===== config.mk =====
export PLATFORM = sky130hd
export DESIGN_NAME = hazard_flow_ctrl
export DESIGN_NICKNAME = d
export VERILOG_FILES = /design/src/rtl/hazard_flow_ctrl_pkg.sv /design/src/rtl/hazard_flow_ctrl_load_use_detect.sv /design/src/rtl/hazard_flow_ctrl.sv
export SDC_FILE = /design/constraint.sdc
export NUM_CORES = 1
export LEC_CHECK = 0
export CAP_MARGIN = 20
export CORE_AREA = 8 8 45 47
export CTS_CLUSTER_SIZE = 28
export DETAILED_ROUTE_END_ITERATION = 16
export DIE_AREA = 0 0 53 55
export PLACE_DENSITY = 0.63
export SLEW_MARGIN = 20
export SYNTH_ARGS = -nofsm -noshare
export SYNTH_HDL_FRONTEND = slang
export SYNTH_SLANG_ARGS = --single-unit
export TNS_END_PERCENT = 10

===== constraint.sdc =====
create_clock -name clk -period 3.05 [get_ports clk]
set_input_delay 0.915 -clock clk [delete_from_list [all_inputs] [get_ports clk]]
set_output_delay 0.915 -clock clk [all_outputs]
set_load 0.01 [all_outputs]

===== src/rtl/hazard_flow_ctrl_pkg.sv =====
// -----------------------------------------------------------------------------
// mips_hazard_pkg
// Shared types and constants for the 5-stage MIPS pipeline flow controller.
//   state_t    : flow-controller FSM states (RUN / STALL / FLUSH)
//   DEF_REG_W  : default register-address width
//   CNT_W      : width of the stall/flush down-counter
//   sat_inc16  : saturating 16-bit increment used by the optional perf
//                counters (HAZARD_PERF_CNT_EN)
// -----------------------------------------------------------------------------
package mips_hazard_pkg;

   typedef enum logic [1:0] {
      RUN   = 2'd0,
      STALL = 2'd1,
      FLUSH = 2'd2
   } state_t;

   localparam int DEF_REG_W = 5;
   localparam int CNT_W     = 4;

   function automatic logic [15:0] sat_inc16(input logic [15:0] v);
      return (v == 16'hFFFF) ? v : v + 16'd1;
   endfunction

endpackage


===== src/rtl/hazard_flow_ctrl_load_use_detect.sv =====
// -----------------------------------------------------------------------------
// load_use_detect
// Purely combinational load-use hazard detector. Flags when the load in EX
// writes a register that the instruction in ID reads. Register 0 is hardwired
// to zero in MIPS, so a load targeting it never creates a dependency.
// Ports:
//   mem_read_ex  in   EX-stage instruction is a load
//   rt_ex        in   destination register of the EX-stage load
//   rs_id        in   ID-stage source register rs
//   rt_id        in   ID-stage source register rt
//   lu_hit       out  load-use hazard present
// -----------------------------------------------------------------------------
module load_use_detect
   import mips_hazard_pkg::*;
#(
   parameter int REG_W = DEF_REG_W
) (
   input  logic             mem_read_ex,
   input  logic [REG_W-1:0] rt_ex,
   input  logic [REG_W-1:0] rs_id,
   input  logic [REG_W-1:0] rt_id,
   output logic             lu_hit
);

   logic w_dst_nonzero;
   logic w_src_match;

   assign w_dst_nonzero = (rt_ex != '0);
   assign w_src_match   = (rt_ex == rs_id) | (rt_ex == rt_id);
   assign lu_hit        = mem_read_ex & w_dst_nonzero & w_src_match;

endmodule


===== src/rtl/hazard_flow_ctrl.sv =====
// -----------------------------------------------------------------------------
// hazard_flow_ctrl
// Pipeline flow controller for the 5-stage MIPS core. Resolves taken branches
// in EX (flush IF/ID and ID/EX, redirect PC) and freezes PC and IF/ID for
// STALL_CYCLES cycles on a load-use hazard. Outputs are combinational from
// the FSM state and the current inputs.
//
// Parameters:
//   REG_W         register-address width
//   STALL_CYCLES  bubbles inserted per load-use hazard (1..15)
//   FLUSH_CYCLES  cycles IF/ID is flushed per taken branch (1..3)
//
// Ports:
//   clk          in   core clock, rising edge
//   rst_n        in   asynchronous active-low reset
//   branch_ex    in   EX instruction is a conditional branch
//   zero_ex      in   ALU zero flag of the EX instruction
//   mem_read_ex  in   EX instruction is a load
//   rt_ex        in   destination register of the EX load
//   rs_id        in   ID source register rs
//   rt_id        in   ID source register rt
//   pc_src_sel   out  1 = PC takes the branch target
//   pc_write     out  PC load enable
//   ifid_write   out  IF/ID load enable
//   ifid_flush   out  IF/ID cleared to NOP
//   idex_flush   out  ID/EX cleared to bubble
//   stall        out  load-use stall active
//   taken_cnt    out  [HAZARD_PERF_CNT_EN] saturating count of taken branches
//   stall_cnt    out  [HAZARD_PERF_CNT_EN] saturating count of stall cycles
//
// Optional feature macro: HAZARD_PERF_CNT_EN
// -----------------------------------------------------------------------------
module hazard_flow_ctrl
   import mips_hazard_pkg::*;
#(
   parameter int REG_W        = DEF_REG_W,
   parameter int STALL_CYCLES = 1,
   parameter int FLUSH_CYCLES = 1
) (
   input  logic             clk,
   input  logic             rst_n,
   input  logic             branch_ex,
   input  logic             zero_ex,
   input  logic             mem_read_ex,
   input  logic [REG_W-1:0] rt_ex,
   input  logic [REG_W-1:0] rs_id,
   input  logic [REG_W-1:0] rt_id,
   output logic             pc_src_sel,
   output logic             pc_write,
   output logic             ifid_write,
   output logic             ifid_flush,
   output logic             idex_flush,
   output logic             stall
`ifdef HAZARD_PERF_CNT_EN
   ,
   output logic [15:0]      taken_cnt,
   output logic [15:0]      stall_cnt
`endif
);

   // Counter preload values: the first hazard cycle is spent in RUN, so the
   // extra states only cover the remaining cycles.
   localparam logic [CNT_W-1:0] LP_STALL_LOAD =
      (STALL_CYCLES > 1) ? CNT_W'(STALL_CYCLES - 2) : '0;
   localparam logic [CNT_W-1:0] LP_FLUSH_LOAD =
      (FLUSH_CYCLES > 1) ? CNT_W'(FLUSH_CYCLES - 2) : '0;
   localparam bit LP_USE_STALL_ST = (STALL_CYCLES > 1);
   localparam bit LP_USE_FLUSH_ST = (FLUSH_CYCLES > 1);

   state_t           r_state;
   state_t           w_next_state;
   logic [CNT_W-1:0] r_cnt;
   logic [CNT_W-1:0] w_next_cnt;
   // Low from reset until the first rising edge after rst_n releases; inputs
   // are ignored while it is low, which also forces reset-valued outputs.
   logic             r_armed;
   logic             w_taken;
   logic             w_lu_hit;
   logic             w_taken_run;

   assign w_taken = branch_ex & zero_ex;

   load_use_detect #(
      .REG_W (REG_W)
   ) u_load_use_detect (
      .mem_read_ex (mem_read_ex),
      .rt_ex       (rt_ex),
      .rs_id       (rs_id),
      .rt_id       (rt_id),
      .lu_hit      (w_lu_hit)
   );

   always_ff @(posedge clk or negedge rst_n) begin
      if (!rst_n) begin
         r_state <= RUN;
         r_cnt   <= '0;
         r_armed <= 1'b0;
      end else begin
         r_state <= w_next_state;
         r_cnt   <= w_next_cnt;
         r_armed <= 1'b1;
      end
   end

   always_comb begin
      w_next_state = r_state;
      w_next_cnt   = r_cnt;
      w_taken_run  = 1'b0;
      pc_src_sel   = 1'b0;
      pc_write     = 1'b1;
      ifid_write   = 1'b1;
      ifid_flush   = 1'b0;
      idex_flush   = 1'b0;
      stall        = 1'b0;

      if (r_armed) begin
         case (r_state)
            RUN: begin
               // A branch and a load cannot both be in EX; if the encoding
               // claims both, the branch wins and the stall is dropped.
               if (w_taken) begin
                  w_taken_run = 1'b1;
                  pc_src_sel  = 1'b1;
                  ifid_flush  = 1'b1;
                  idex_flush  = 1'b1;
                  if (LP_USE_FLUSH_ST) begin
                     w_next_state = FLUSH;
                     w_next_cnt   = LP_FLUSH_LOAD;
                  end
               end else if (w_lu_hit) begin
                  pc_write   = 1'b0;
                  ifid_write = 1'b0;
                  idex_flush = 1'b1;
                  stall      = 1'b1;
                  if (LP_USE_STALL_ST) begin
                     w_next_state = STALL;
                     w_next_cnt   = LP_STALL_LOAD;
                  end
               end
            end

            // EX holds a bubble here, so branch/load inputs are meaningless.
            STALL: begin
               pc_write   = 1'b0;
               ifid_write = 1'b0;
               idex_flush = 1'b1;
               stall      = 1'b1;
               if (r_cnt == '0) begin
                  w_next_state = RUN;
               end else begin
                  w_next_cnt = r_cnt - CNT_W'(1);
               end
            end

            FLUSH: begin
               ifid_flush = 1'b1;
               idex_flush = 1'b1;
               if (r_cnt == '0) begin
                  w_next_state = RUN;
               end else begin
                  w_next_cnt = r_cnt - CNT_W'(1);
               end
            end

            default: begin
               w_next_state = RUN;
               w_next_cnt   = '0;
            end
         endcase
      end
   end

`ifdef HAZARD_PERF_CNT_EN
   logic [15:0] r_taken_cnt;
   logic [15:0] r_stall_cnt;

   always_ff @(posedge clk or negedge rst_n) begin
      if (!rst_n) begin
         r_taken_cnt <= '0;
         r_stall_cnt <= '0;
      end else begin
         if (w_taken_run) begin
            r_taken_cnt <= sat_inc16(r_taken_cnt);
         end
         if (stall) begin
            r_stall_cnt <= sat_inc16(r_stall_cnt);
         end
      end
   end

   assign taken_cnt = r_taken_cnt;
   assign stall_cnt = r_stall_cnt;
`endif

endmodule


# After elaboration in Yosys (flattened, before gate mapping)
# Index checks and enable logic that the tools add are counted.
[totals] register_bits=7 latch_bits=0 mem_bits_rw=0 mem_bits_ro=0 inputBits=20 output_inout_bits=6 elab_cells=41 n_memories=0
[op_classes] addsub=1 n_mul=0 n_div=0 magnitude_cmp=0 eq_ne=6 shifts=0 muxes=20 bitwise=5 reduce_logical=6
[op_table] cell="$mux 1" n=12
[op_table] cell="$eq 5x5->1" n=2
[op_table] cell="$pmux 1 s2" n=4
[op_table] cell="$pmux 4 s2" n=1
[op_table] cell="$reduce_and 3->1" n=2
[op_table] cell="$reduce_bool 5->1" n=1
[op_table] cell="$logic_not 4->1" n=1
[op_table] cell="$mux 4" n=1
[op_table] cell="$pmux 2 s2" n=1
[op_table] cell="$sub 4x1->4 const B" n=1
[op_table] cell="$and 1x1->1" n=3
[op_table] cell="$eq 2x1->1 const B" n=1
[op_table] cell="$eq 2x2->1 const B" n=1
[op_table] cell="$logic_not 2->1" n=1
[op_table] cell="$mux 2" n=1
[op_table] cell="$ne 2x1->1 const B" n=1
[op_table] cell="$ne 2x2->1 const B" n=1
[op_table] cell="$reduce_or 2->1" n=1
[op_table] cell="$not 1->1" n=1
[op_table] cell="$or 1x1->1" n=1

# Depth between registers and ports, before layout
[depth] word_depth=7 mapped_depth=5 depth_no_buf=4

# By module
# A second synthesis with hierarchy kept.
[hier_totals] cells_unflattened=27 area_unflattened_um2=202.7
[modules_own_cells] module="load_use_detect" n_inst=1 cells_each=17 area_each_um2=125.1
[modules_own_cells] module="hazard_flow_ctrl" n_inst=1 cells_each=10 area_each_um2=77.6

# Worst setup path after synthesis
# OpenSTA, ideal clock, no wires.
[synth_path] path_kind="input-to-output" startpoint="in rt_ex[0]" endpoint="out pc_write" t_arrival_ps=1910 slack_ps=225 cell_stages=4 cell_sequence="or4_4 -> o211ai_2 -> a211o_1 -> buf_4"
[synth_via] elab_chain_cells=7 elab_cells_between_ends=10 classes_between="eq/ne: 2; mux: 4; bitwise: 3; reduce/logical: 1"
[synth_rtl] element="start: declaration" line_no="hazard_flow_ctrl.sv:45" source="input logic [REG_W-1:0] rt_ex,"
[synth_rtl] element="$eq 5x5->1 / $reduce_bool 5->1 (equally long branches)" line_no="hazard_flow_ctrl_load_use_detect.sv:29, hazard_flow_ctrl_load_use_detect.sv:28"
[synth_rtl] element="$or 1x1->1 / $and 1x1->1 (equally long branches)" line_no="hazard_flow_ctrl_load_use_detect.sv:29, hazard_flow_ctrl_load_use_detect.sv:30"
[synth_rtl] element="$and 1x1->1 (*)" line_no="hazard_flow_ctrl_load_use_detect.sv:30" source="assign lu_hit = mem_read_ex & w_dst_nonzero & w_src_match;"
[synth_rtl] element="$mux 1 (*) (2 in series)"
[synth_rtl] element="$pmux 1 s2 (*)"
[synth_rtl] element="$mux 1 (*)"
[synth_rtl] element="end: declaration" line_no="hazard_flow_ctrl.sv:49" source="output logic pc_write,"
# Mark *: on every way between the ends. The rest lies on a longest branch, timed or not.

# Final worst setup path
[layout_path] startpoint="in rt_ex[2]" endpoint="out pc_write"
[layout_via] elab_chain_cells=7 elab_cells_between_ends=10 classes_between="eq/ne: 2; mux: 4; bitwise: 3; reduce/logical: 1"
[layout_rtl] element="$eq 5x5->1 / $reduce_bool 5->1 (equally long branches)" line_no="hazard_flow_ctrl_load_use_detect.sv:29, hazard_flow_ctrl_load_use_detect.sv:28"
[layout_rtl] element="$or 1x1->1 / $and 1x1->1 (equally long branches)" line_no="hazard_flow_ctrl_load_use_detect.sv:29, hazard_flow_ctrl_load_use_detect.sv:30"
[layout_rtl] element="$and 1x1->1 (*)" line_no="hazard_flow_ctrl_load_use_detect.sv:30"
[layout_rtl] element="$mux 1 (*)" line_no="hazard_flow_ctrl.sv:130" source="end else if (w_lu_hit) begin"
[layout_rtl] element="$mux 1 (*)" line_no="hazard_flow_ctrl.sv:121" source="if (w_taken) begin"
[layout_rtl] element="$pmux 1 s2 (*)" line_no="hazard_flow_ctrl.sv:117" source="case (r_state)"
[layout_rtl] element="$mux 1 (*)" line_no="hazard_flow_ctrl.sv:116" source="if (r_armed) begin"
# Marked as above.

==> reports/results.ini <==
[finish]
top_register=r_armed
seqCellArea_um2=25.02
final_nets=74
drive_gt1_share_pct=38.46
synthToLayoutAreaGrowth_pct=137.5
top_regs=r_armed x1
fill_cells=159
largest_reg_flops=1
final_util_pct=36.08
multiInputGateArea_um2=206.4
antenna_cells=0

[floorplanning]
die_h_um=55
ioPinCount=26
fp.coreArea_um2=1384
dieArea_um2=2915
rows=14
die_x_um=53
floorplan.initialDensity_pct=15.19

[place]
place.gp.congestion=0.7418
dp_hpwl_um=705
numPortBuffers=25
dp_slack_ns=-0.6846

[yosys]
async_flop_share_pct=100.0
ys_types=13
yosysMostFrequentCell=xor2_1
ys_warn_count=0
ys_top_cells_by_area=xor2_1, dfrtp_1, buf_4, o211ai_2, or4_4
synth_area_leader_cell=xor2_1
ys.flop_type=dfrtp_1
synth_common_cells=xor2_1, buf_4, nor2_1, nor3_1
syn_area_um2=210.2
syn-mean-instance-area_um2=8.408
seq_area_frac_synth_pct=11.90
syn_nets=45
yosys.area.top_type_share_pct=41.67
synth-seq-cells=1
synth_edf_count=0
synthCells=25

[timing]
rsz0062_at_grt=no
min_period_ns=2.992
fin_setup_tns_ns=0
hold_violations=0
drv_slew=0
holdWs_ns=1.065
setup_violations=0
fmax_mhz=334.2
fin_ws_ns=0.05764
min_period_over_period_pct=98.11

[route]
wl_per_cell_um=12.40
dr_total_vias=282
detail_route.first_pass.iterations=2
wl_um=843
drt_iter0_drc=1
remaining_drc_errors=0
final_antenna_net_count=0
via_per_inst=4.147

[power]
leakage_nw=0.2655
p_total_w=0.00006741
swShare_pct=33.75
sequentialPowerShare_pct=22.1
combPwrFrac_pct=77.9
p_switching_w=0.00002275
ir_worst_vdd_mv=0.08881
power_frac_clock_pct=0
cellInternalPower_w=0.00004466
powerDensity_nw_per_um2=135.0

[cts]
hold_buffers=0
clkTransAtPathRegs_ns=0

[job]
maxCapViolations=0

[setup_path]
critical_path_buf_inv_count=2
path_delay_family=simple AND/OR/NAND/NOR gates
worst_path_max_delay_cell=or4_4
crit_fanout=3
cp_common_cell=buf_2
worst_setup_path_end_kind=output port
worstSetupPathType=primary input to output port
cp_cell_sequence=buf_2 -> or4_4 -> o211ai_4 -> a211o_1 -> buf_2
arrival_ns=2.08
slowest_delay_ns=0.54
startpoint_type=primary input
critPathRequiredTime_ns=2.13

[grt]
grt_pass1_wl_um=1352
gr-total-overflow=0
grt_usage_pct=5.565
antenna_found_initial=0
grt_max_degree=4
grt_pass1_vias=326

[outcome]
status=finished clean

[min_path]
hold_path.class=primary input to async pin

-- routing by layer --
layer	track usage (%)	wire [µm]
met1	6.657	369
met2	9.375	363
met3	2.674	110
met4	0	0
met5	0	0
-- cell families (layout without fill, tap and decap cells) --
| group | after synthesis | in the layout | share of synthesized area, % |
|---|---|---|---|
| xor+xnor | 10 | 10 | 41.66 |
| simple gates | 6 | 6 | 16.67 |
| compound gates | 5 | 5 | 20.84 |
| buf+inv | 2 | 29 | 7.141 |
| other cells | 1 | 1 | 1.784 |
| flops | 1 | 1 | 11.90 |
-- placed cells by master (no fill, tap or decap), drive strengths merged, types with 2 or more instances in the layout --
cell,count
clkbuf,2
xor2,10
clkdlybuf4s50,4
dlygate4sd2,5
buf,11
clkdlybuf4s15,2
nor2,2
dlymetal6s2s,5
nor3,2
-- layout make-up --
type / count / area share (%)
Sequential cell: 1 / 5.013
Tap cell: 16 / 4.010
Multi-Input combinational cell: 22 / 41.35
Timing Repair Buffer: 29 / 49.62
-- stage by stage --
stage / area [µm²] / cells
after global routing: 499.2 / 68
after CTS: 485.5 / 68
final: 499.2 / 68
after global placement: 495.5 / 68
after floorplan: 210.2 / 25
after detailed placement: 495.5 / 68
-- repair_timing --
item                                   4_1_cts  5_1_grt
endpoints found under the hold margin        0        0
gates resized for setup                     42       13
setup endpoints to repair                    6        4
pin swaps                                    6        7
buffers inserted                             0        0
-- power groups by stage --
stage / combinational [W] / clock (W) / sequential (W)
floorplan: 0.0000166 / 0 / 0.0000145
global placement: 0.0000548 / 0 / 0.0000146
detailed placement: 0.0000549 / 0 / 0.0000146
CTS: 0.0000535 / 0 / 0.0000149
global route: 0.0000577 / 0 / 0.0000150
finish: 0.0000525 / 0 / 0.0000149
-- how the worst max path moves through the flow --
stage / from / end / slack [ns] / cells after the start
after global routing: rs_id[0] / pc_write / 0.008 / 6
final: rt_ex[2] / pc_write / 0.06 / 5
after global placement: rt_ex[0] / ifid_write / -0.67 / 5
after detailed placement: rt_ex[0] / ifid_write / -0.68 / 5
after floorplan: rt_ex[0] / pc_write / 0.22 / 4
after CTS: rs_id[3] / ifid_write / -0.0004 / 6
(Power assumes the default switching activity.)
